**src/rtl/qbu_pkg.sv**
```systemverilog
// Shared types and constants for the frame-preemption transmit arbiter.
package qbu_pkg;

  typedef enum logic [2:0] {
    ST_IDLE,
    ST_EXP,
    ST_PRE,
    ST_IFG,
    ST_HOLD
  } state_t;

  localparam logic [1:0] SMD_E = 2'd0;
  localparam logic [1:0] SMD_S = 2'd1;
  localparam logic [1:0] SMD_C = 2'd2;

  localparam int DEF_MIN_FRAG   = 60;
  localparam int DEF_IFG_CYCLES = 12;

endpackage

```
**src/rtl/qbu_ifg_timer.sv**
```systemverilog
// Inter-frame gap down-counter: load starts a gap, done is high while the count sits at zero.
module qbu_ifg_timer #(
  parameter int WIDTH = 4
) (
  input  logic             i_clk,
  input  logic             i_rst,
  input  logic             load,
  input  logic [WIDTH-1:0] load_val,
  input  logic             count,
  output logic             done
);

  logic [WIDTH-1:0] remaining;

  always_ff @(posedge i_clk or posedge i_rst) begin
    if (i_rst) begin
      remaining <= '0;
    end else if (load) begin
      remaining <= load_val;
    end else if (count && (remaining != '0)) begin
      remaining <= remaining - 1'b1;
    end
  end

  assign done = (remaining == '0);

endmodule

```
**src/rtl/qbu_tx_arbiter.sv**
```systemverilog
// Express/preemptable transmit arbiter with IFG insertion and pMAC fragmentation.
// Preemption is compiled in only when QBU_PREEMPT_EN is defined; otherwise strict priority at frame boundaries.
module qbu_tx_arbiter
  import qbu_pkg::*;
#(
  parameter int IFG_CYCLES = DEF_IFG_CYCLES,
  parameter int MIN_FRAG   = DEF_MIN_FRAG
) (
  input  logic        i_clk,
  input  logic        i_rst,
  input  logic [7:0]  i_e_axis_data,
  input  logic [15:0] i_e_axis_user,
  input  logic        i_e_axis_last,
  input  logic        i_e_axis_valid,
  output logic        o_e_axis_ready,
  input  logic [7:0]  i_p_axis_data,
  input  logic [15:0] i_p_axis_user,
  input  logic        i_p_axis_last,
  input  logic        i_p_axis_valid,
  output logic        o_p_axis_ready,
  output logic [7:0]  o_tx_axis_data,
  output logic        o_tx_axis_last,
  output logic        o_tx_axis_valid,
  input  logic        i_tx_axis_ready,
  output logic [1:0]  o_tx_smd,
  output logic [1:0]  o_tx_frag_cnt,
  output logic        o_tx_mcrc,
  output logic [15:0] o_preempt_cnt
);

  localparam int               IFG_W      = (IFG_CYCLES > 1) ? $clog2(IFG_CYCLES) : 1;
  localparam logic [IFG_W-1:0] IFG_LOAD   = IFG_W'(IFG_CYCLES - 1);
  localparam logic [15:0]      MIN_FRAG_W = 16'(MIN_FRAG);

  state_t      state;
  logic [1:0]  smd;
  logic [1:0]  frag_cnt;
  logic [15:0] p_sent;
  logic        resume_pending;

  logic e_grant;
  logic p_grant;
  logic e_xfer;
  logic p_xfer;
  logic cut_now;
  logic to_ifg;
  logic ifg_done;

  assign e_grant = (state == ST_EXP) || (state == ST_HOLD);
  assign p_grant = (state == ST_PRE);

  assign o_e_axis_ready = e_grant && i_tx_axis_ready;
  assign o_p_axis_ready = p_grant && i_tx_axis_ready;

  assign e_xfer = e_grant && i_e_axis_valid && i_tx_axis_ready;
  assign p_xfer = p_grant && i_p_axis_valid && i_tx_axis_ready;

`ifdef QBU_PREEMPT_EN
  logic [15:0] preempt_cnt;
  logic        unused_e_user;

  // Cut only when both the sent fragment and the remainder stay at or above MIN_FRAG.
  assign cut_now = p_grant && i_p_axis_valid && i_e_axis_valid &&
                   (p_sent >= MIN_FRAG_W) && (i_p_axis_user > p_sent) &&
                   ((i_p_axis_user - p_sent) > MIN_FRAG_W);

  always_ff @(posedge i_clk or posedge i_rst) begin
    if (i_rst) begin
      preempt_cnt <= '0;
    end else if (p_xfer && cut_now && (preempt_cnt != 16'hFFFF)) begin
      preempt_cnt <= preempt_cnt + 16'd1;
    end
  end

  assign o_preempt_cnt = preempt_cnt;
  assign o_tx_mcrc     = cut_now;
  assign unused_e_user = ^i_e_axis_user;
`else
  logic unused_users;

  assign cut_now       = 1'b0;
  assign o_preempt_cnt = 16'd0;
  assign o_tx_mcrc     = 1'b0;
  assign unused_users  = ^{i_e_axis_user, i_p_axis_user};
`endif

  assign to_ifg = (e_xfer && i_e_axis_last) || (p_xfer && (i_p_axis_last || cut_now));

  always_comb begin
    o_tx_axis_data  = '0;
    o_tx_axis_valid = 1'b0;
    o_tx_axis_last  = 1'b0;
    if (e_grant) begin
      o_tx_axis_data  = i_e_axis_data;
      o_tx_axis_valid = i_e_axis_valid;
      o_tx_axis_last  = i_e_axis_last;
    end else if (p_grant) begin
      o_tx_axis_data  = i_p_axis_data;
      o_tx_axis_valid = i_p_axis_valid;
      o_tx_axis_last  = i_p_axis_last || cut_now;
    end
  end

  assign o_tx_smd      = smd;
  assign o_tx_frag_cnt = frag_cnt;

  qbu_ifg_timer #(
    .WIDTH(IFG_W)
  ) u_ifg_timer (
    .i_clk   (i_clk),
    .i_rst   (i_rst),
    .load    (to_ifg),
    .load_val(IFG_LOAD),
    .count   (state == ST_IFG),
    .done    (ifg_done)
  );

  // HOLD serves express while a cut pMAC frame waits to resume after the next gap.
  always_ff @(posedge i_clk or posedge i_rst) begin
    if (i_rst) begin
      state          <= ST_IDLE;
      smd            <= SMD_E;
      frag_cnt       <= '0;
      p_sent         <= '0;
      resume_pending <= 1'b0;
    end else begin
      case (state)
        ST_IDLE: begin
          if (i_e_axis_valid) begin
            state <= ST_EXP;
            smd   <= SMD_E;
          end else if (i_p_axis_valid) begin
            state    <= ST_PRE;
            smd      <= SMD_S;
            frag_cnt <= '0;
          end
        end
        ST_EXP, ST_HOLD: begin
          if (e_xfer && i_e_axis_last) state <= ST_IFG;
        end
        ST_PRE: begin
          if (p_xfer) begin
            if (i_p_axis_last) begin
              p_sent <= '0;
              state  <= ST_IFG;
            end else begin
              p_sent <= p_sent + 16'd1;
              if (cut_now) begin
                state          <= ST_IFG;
                resume_pending <= 1'b1;
              end
            end
          end
        end
        ST_IFG: begin
          if (ifg_done) begin
            if (i_e_axis_valid) begin
              state <= resume_pending ? ST_HOLD : ST_EXP;
              smd   <= SMD_E;
            end else if (resume_pending) begin
              state          <= ST_PRE;
              smd            <= SMD_C;
              frag_cnt       <= frag_cnt + 2'd1;
              resume_pending <= 1'b0;
            end else if (i_p_axis_valid) begin
              state    <= ST_PRE;
              smd      <= SMD_S;
              frag_cnt <= '0;
            end else begin
              state <= ST_IDLE;
            end
          end
        end
        default: state <= ST_IDLE;
      endcase
    end
  end

endmodule
```
**config.mk**
```make
export PLATFORM = sky130hd
export DESIGN_NAME = qbu_tx_arbiter
export DESIGN_NICKNAME = d
export VERILOG_FILES = /design/src/rtl/qbu_pkg.sv /design/src/rtl/qbu_ifg_timer.sv /design/src/rtl/qbu_tx_arbiter.sv
export SDC_FILE = /design/constraint.sdc
export NUM_CORES = 1
export LEC_CHECK = 0
export ABC_AREA = 0
export BUFFER_PORTS_ARGS = -buffer_cell sky130_fd_sc_hd__buf_2
export CAP_MARGIN = 0
export CORE_MARGIN = 2
export CORE_UTILIZATION = 30
export CTS_CLUSTER_SIZE = 16
export DETAILED_ROUTE_END_ITERATION = 12
export PLACE_DENSITY = 0.71
export SETUP_SLACK_MARGIN = 0.1
export SYNTH_ARGS = -nofsm -noshare
export SYNTH_HDL_FRONTEND = slang
export SYNTH_HIERARCHICAL = 1
export SYNTH_SLANG_ARGS = --single-unit
```
**constraint.sdc**
```tcl
create_clock -name i_clk -period 2.75 [get_ports i_clk]
set_input_delay 0.1375 -clock i_clk [delete_from_list [all_inputs] [get_ports i_clk]]
set_output_delay 0.1375 -clock i_clk [all_outputs]
set_load 0.1 [all_outputs]
```
==> flow_summary.yaml, run 1 <==
status:
  run_status: "completed"
route:
  wl_per_cell_um: 10.7
  drt-total-wl_um: 1780
  dr_total_vias: 772
  ant_nets: 0
  drt_iter0_markers: 26
  drc: 0
  drt_first_pass_iters: 4
  avgViaCountPerCell: 4.62
sta:
  worst_pin_slew_ns: 0.579
  rsz0062_at_grt: "no"
  setup_viol: 0
  setup-tns-final_ns: 0
  fin_skew_ns: 0.00333
  setup_slack_ns: 0.376
  period_share_pct: 86.3
  max_freq_ghz: 0.421
  finalHoldViolations: 0
  final_max_slew_viol_count: 0
  period_minus_slack_ns: 2.37
  slew_headroom_pct: 61.3
synth:
  synth_area_um2: 813
  yosysTopAreaCell: "dfrtp_1"
  syn_inst: 97
  synth_top_area_share_pct: 21.5
  yosysWarnings: 6
  synth_ff_type: "dfrtp_1"
  synth-seq-cells: 7
  ys_seq_area_share_pct: 21.5
  yosys-top-cells-area: "dfrtp_1 22%, buf_4 18%, a22o_1 9.7%, ha_1 7.7%, inv_1 4.2%"
  synth_edf_count: 0
  async_reset_ff_share_pct: 100
  synth.avg_cell_area_um2: 8.38
  ys_types: 32
worst_setup_path:
  worstPathRequired_ns: 2.61
  crit_path_max_fanout: 15
  criticalPathCategory: "register to output port"
  crit_buf_inv: 2
  cp_slowest_stage_delay_ns: 0.53
  crit_family: "simple AND/OR/NAND/NOR gates"
  arrival_ns: 2.24
  end_kind: "output port"
  cp_cell_sequence: "inv_1 > ha_1 > nor2b_1 > a22o_1 > buf_2"
  critPathLaunchType: "register"
  critPathSlowestCell: "nor2b_1"
power:
  swShare_pct: 67.9
  power.share.clock_pct: 5.4
  leakagePower_nw: 0.548
  power.switching_w: 0.00110
  powerDensity_mw_per_mm2: 1630
  p_seq_share_pct: 12.4
  p_comb_share_pct: 82.2
  ir_worst_vdd_uv: 1320
  p_int_w: 0.000517
cts:
  root_buffer: "clkbuf_4"
  cts_setup_buffers: 0
  h-tree-depth: 1
  cts.sinks: 7
  cts_buffers: 3
  cts_tree: "built"
  clk_pin_slew_ns: 0.05
  clk_latency_ns: 0.24
  clockBufferDepth: 2
worst_hold_path:
  min_path_type: "input pin to register"
cells_and_area:
  antenna_cells: 0
  layout-drive-gt1-share_pct: 32.8
  utilization_pct: 39.2
  seqCellArea_um2: 175
  fillers: 264
  synthToLayoutAreaGrowth_pct: 21.7
  nets: 198
  multiInputGateArea_um2: 524
floorplan:
  die_h_um: 56.1
  die_w_um: 56.1
  start_util_pct: 32.2
  core-area_mm2: 0.00252
  num_rows: 18
  die-area_mm2: 0.00314
  pin_count: 88
place:
  dp_hpwl_um: 1520
  place.gp.congestion: 0.829
  port_buffers: 35
  place_ws_ns: 0.636
global_route:
  grt_pass1_vias: 705
  grt_pass1_wl_um: 2960
  overflow: 0
  grt_usage_pct: 11.5
  grt_start_max_net_pins: 16
  antenna_found_initial: 0
job:
  maxCapViolCount: 0
-- state kept, by name, indices dropped and copies added, names as in the netlist --
name                   flops
o_tx_smd                   1
state                      2
u_ifg_timer/remaining      4
-- cell usage after synthesis (all sizes together), types with 2 or more instances --
| cell | number |
|---|---|
| a21oi | 6 |
| a22o | 9 |
| a22oi | 2 |
| and2 | 2 |
| and4b | 2 |
| buf | 21 |
| clkbuf | 2 |
| conb | 2 |
| dfrtp | 7 |
| ha | 5 |
| inv | 9 |
| nand2 | 6 |
| nand3 | 4 |
| nor2b | 2 |
| o21ai | 5 |
-- worst paths after layout --
| kind | startpoint | end | slack [ns] | cells past startpoint |
|---|---|---|---|---|
| min | i_e_axis_valid | o_tx_smd[0] | 0.18 | 2 |
| min in group asynchronous | i_rst | state[0] | 0.30 | 3 |
| min reg2reg | o_tx_smd[0] | o_tx_smd[0] | 0.53 | 2 |
| max in group asynchronous | i_rst | u_ifg_timer/remaining[1] | 2.29 | 3 |
| max | state[1] | o_tx_axis_data[2] | 0.38 | 5 |
| max reg2reg | state[1] | u_ifg_timer/remaining[3] | 0.77 | 7 |
-- per-stage QoR --
stage	instances	hold WS (ns)	instance area [µm²]	power [W]
3_5_place_dp	162	0.0204	953	0.00152
3_3_place_gp	162	0.0185	953	0.00149
6_report	167	0.178	990	0.00161
4_1_cts	167	0.167	990	0.00162
5_1_grt	167	0.177	990	0.00171
2_1_floorplan	119	-0.109	896	0.00136
-- cell families after synthesis --
group / after synthesis / share of synthesized area (%)
buffers and inverters: 32 / 24.2
AO/OA/AOI/OAI: 28 / 26.9
AND/OR/NAND/NOR: 23 / 18.8
flip-flops: 7 / 21.5
adder cells (fa/ha/maj): 5 / 7.69
other: 2 / 0.923
-- layout make-up --
type,count,share of cell area [%]
multi-input cells,80,53.0
repair buffers,37,19.5
flip-flops and latches,7,17.7
well taps,30,3.79
inverters,9,3.41
clock buffers,4,2.65
-- per-layer routing --
| metal | global-route usage [%] | vias up | part of all wire, % |
|---|---|---|---|
| li1 | - | 378 | - |
| met1 | 12.4 | 348 | 37 |
| met2 | 21.7 | 46 | 50 |
| met3 | 4.19 | 0 | 12 |
| met4 | 2.04 | 0 | 0 |
| met5 | 0 | - | 0 |
-- what timing repair did --
action,in CTS,in global routing
hold endpoints to repair,7,0
resized for setup,0,0
hold buffers,1,0
-- layout by cell type (no fill, tap or decap), types with 2 or more instances in the layout --
cell type,instances
a21oi_1,6
a22o_1,9
and2_1,2
and4b_1,2
buf_2,35
clkbuf_4,3
conb_1,24
dfrtp_1,7
ha_1,5
inv_1,9
nand2_1,6
nand3_1,3
nor2b_1,2
o21ai_0,2
o21ai_1,3
-- power by group through the flow --
stage	Sequential, W	Combinational (W)	Clock, W
2_1_floorplan	0.000246	0.00112	0
3_3_place_gp	0.000196	0.00130	0
3_5_place_dp	0.000200	0.00132	0
4_1_cts	0.000198	0.00133	0.0000910
5_1_grt	0.000208	0.00141	0.000100
6_report	0.000199	0.00133	0.0000869
Note: power is estimated with default switching activity, not from simulation.
==> run 2, diff against run 1 <==
--- a/config.mk
+++ b/config.mk
@@ -5,14 +5,14 @@
 export SDC_FILE = /design/constraint.sdc
 export NUM_CORES = 1
 export LEC_CHECK = 0
-export ABC_AREA = 0
+export ABC_AREA = 1
 export BUFFER_PORTS_ARGS = -buffer_cell sky130_fd_sc_hd__buf_2
 export CAP_MARGIN = 0
 export CORE_MARGIN = 2
 export CORE_UTILIZATION = 30
 export CTS_CLUSTER_SIZE = 16
 export DETAILED_ROUTE_END_ITERATION = 12
-export PLACE_DENSITY = 0.71
+export PLACE_DENSITY = 0.68
 export SETUP_SLACK_MARGIN = 0.1
 export SYNTH_ARGS = -nofsm -noshare
 export SYNTH_HDL_FRONTEND = slang
==> run 2 against run 1 <==
Critical path depth rose by 2. Maximum frequency rose by 14%. Clock skew fell by 0.0019 ns. Routed wire length rose by 5.1%. Worst hold slack improved by 0.078 ns. Synthesized cell count rose by 57%. Count of clock-buffer cells in the layout did not move. Flip-flop and latch count did not move. Setup slack improved by 0.29 ns. Via count rose by 17%.
==> flow_summary.yaml, run 2 <==
status:
  run_status: "completed"
global_route:
  grt_pass1_vias: 809
  grt_usage_pct: 11.7
  grt_start_max_net_pins: 14
  overflow: 0
  grt_pass1_wl_um: 3230
  antenna_found_initial: 0
cells_and_area:
  synthToLayoutAreaGrowth_pct: 19.3
  nets: 253
  final_common_cell: "nand2_1"
  fin_area_mm2: 0.00110
  utilization_pct: 36.9
  final_cell_mix: "51 x nand2_1, 35 x buf_2, 24 x conb_1"
  largest_reg_flops: 4
  seqCellArea_um2: 175
  top_register: "u_ifg_timer/remaining"
  layout-drive-gt1-share_pct: 26.0
  antenna_cells: 0
  multiInputGateArea_um2: 586
  fillers: 345
sta:
  setup_viol: 0
  max_freq_ghz: 0.480
  period_share_pct: 75.7
  final_max_slew_viol_count: 0
  finalHoldViolations: 0
  rsz0062_at_grt: "no"
  period_minus_slack_ns: 2.08
  setup_slack_ns: 0.668
  fin_skew_ns: 0.00139
worst_setup_path:
  crit_path_max_fanout: 12
  arrival_ns: 1.94
  r2r_slack_ns: 0.86
  r2r-start: "state[0]"
  crit_top_cell: "inv_1"
  timing.rr.end: "u_ifg_timer/remaining[2]"
  end_kind: "output port"
  critPathLaunchType: "register"
  criticalPathCategory: "register to output port"
  cp-endpoint: "o_tx_axis_valid"
  startpoint: "state[1]"
  cp_cell_sequence: "inv_1 > ha_1 > buf_4 > inv_1 > nand3_1 > o21ai_0 > buf_2"
  worstPathRequired_ns: 2.61
  r2r_cells: 10
  cp_slowest_stage_delay_ns: 0.45
  critPathSlowestCell: "buf_2"
synth:
  yosysTopAreaCell: "nand2_1"
  synth_edf_count: 0
  synth_area_um2: 922
  ys_seq_area_share_pct: 19.0
  syn_inst: 152
  yosysWarnings: 6
  synthMostInstantiatedCell: "nand2_1"
  synth-seq-cells: 7
  yosys-top-cells-area: "nand2_1 21%, dfrtp_1 19%, buf_4 16%, nand3_1 9.2%, inv_1 7.7%"
  synth_common_cells: "51 x nand2_1, 20 x buf_4, 19 x inv_1"
  ys_types: 22
  synth_ff_type: "dfrtp_1"
  synth_top_area_share_pct: 20.8
  synth.avg_cell_area_um2: 6.07
  async_reset_ff_share_pct: 100
cts:
  cts_tree: "built"
  clockBufferDepth: 2
  cts-resized-gates: 0
  cts_buffers: 3
  cts.sinks: 7
  clk_pin_slew_ns: 0.05
  h-tree-depth: 1
  clk_latency_ns: 0.24
  root_buffer: "clkbuf_4"
floorplan:
  die_h_um: 59.4
  start_util_pct: 31.0
  die_w_um: 59.4
  pin_count: 88
  die-area_mm2: 0.00353
  core-area_mm2: 0.00298
  num_rows: 20
worst_hold_path:
  hold-path-cell-count: 2
  min_path_type: "input pin to register"
route:
  drt-total-wl_um: 1870
  dr_total_vias: 906
  wl_per_cell_um: 8.32
  ant_nets: 0
  drc: 0
  drt_first_pass_iters: 4
  avgViaCountPerCell: 4.03
  drt_iter0_markers: 29
place:
  dp_hpwl_um: 1580
  placed_area_mm2: 0.00106
  place.gp.congestion: 0.802
  port_buffers: 35
  place_ws_ns: 0.860
job:
  maxCapViolCount: 0
==> run 2: worst max-delay path, delay by kind of cell (launching register included) <==
| kind | cells | cell delay, ns |
|---|---|---|
| buffers and inverters | 4 | 0.94 |
| AOI/OAI and AO/OA | 1 | 0.09 |
| adders and majority gates | 1 | 0.17 |
| and+or+nand+nor | 1 | 0.11 |
| DFF | 1 | 0.39 |
==> run 2: worst min-delay path by stage <==
stage | from | to | slack [ns]
final | i_e_axis_valid | o_tx_smd[0] | 0.26
after floorplan | i_rst | o_tx_smd[0] | -0.11
after CTS | i_e_axis_valid | o_tx_smd[0] | 0.25
after detailed placement | i_rst | state[1] | 0.02
after global placement | i_rst | o_tx_smd[0] | 0.01
after global routing | i_e_axis_valid | o_tx_smd[0] | 0.26
==> run 2: cell families (layout without fill, tap and decap cells) <==
logic type / Yosys count / after routing / synth area share (%)
adders and majority gates: 5 / 5 / 6.78
buffers and inverters: 44 / 62 / 26.5
DFF: 7 / 7 / 19.0
and+or+nand+nor: 85 / 85 / 40.8
other: 2 / 24 / 0.814
AOI/OAI and AO/OA: 9 / 9 / 6.11
==> run 2: timing repair <==
action / 4_1_cts / 5_1_grt
buffers inserted: 0 / 0
endpoints found under the hold margin: 7 / 0
hold buffers: 1 / 0
==> run 2: layer usage <==
metal  up-vias  track usage, %  routed length [µm]
li1        502               -                   -
met1       377            14.7                 923
met2        25            19.9                 835
met3         2            1.53                  97
met4         0            4.87                  15
met5         -               0                   0
==> run 2: final cells by class <==
| class | count | area share [%] |
|---|---|---|
| clock buffer | 4 | 2.39 |
| inverter | 21 | 7.17 |
| multi-input combinational | 123 | 53.2 |
| sequential | 7 | 15.9 |
| tap | 33 | 3.75 |
| timing repair buffer | 37 | 17.5 |
==> run 2: stage by stage <==
step           instances  TNS (ns)  hold slack, ns
2_1_floorplan        174    -0.321          -0.109
3_3_place_gp         220         0          0.0134
3_5_place_dp         220         0          0.0163
4_1_cts              225         0           0.254
5_1_grt              225         0           0.255
6_report             225         0           0.255
Power of run 2 is left out: the tool's default activity adds up to more than one toggle a clock period on the data nets, which glitch-free logic cannot reach.
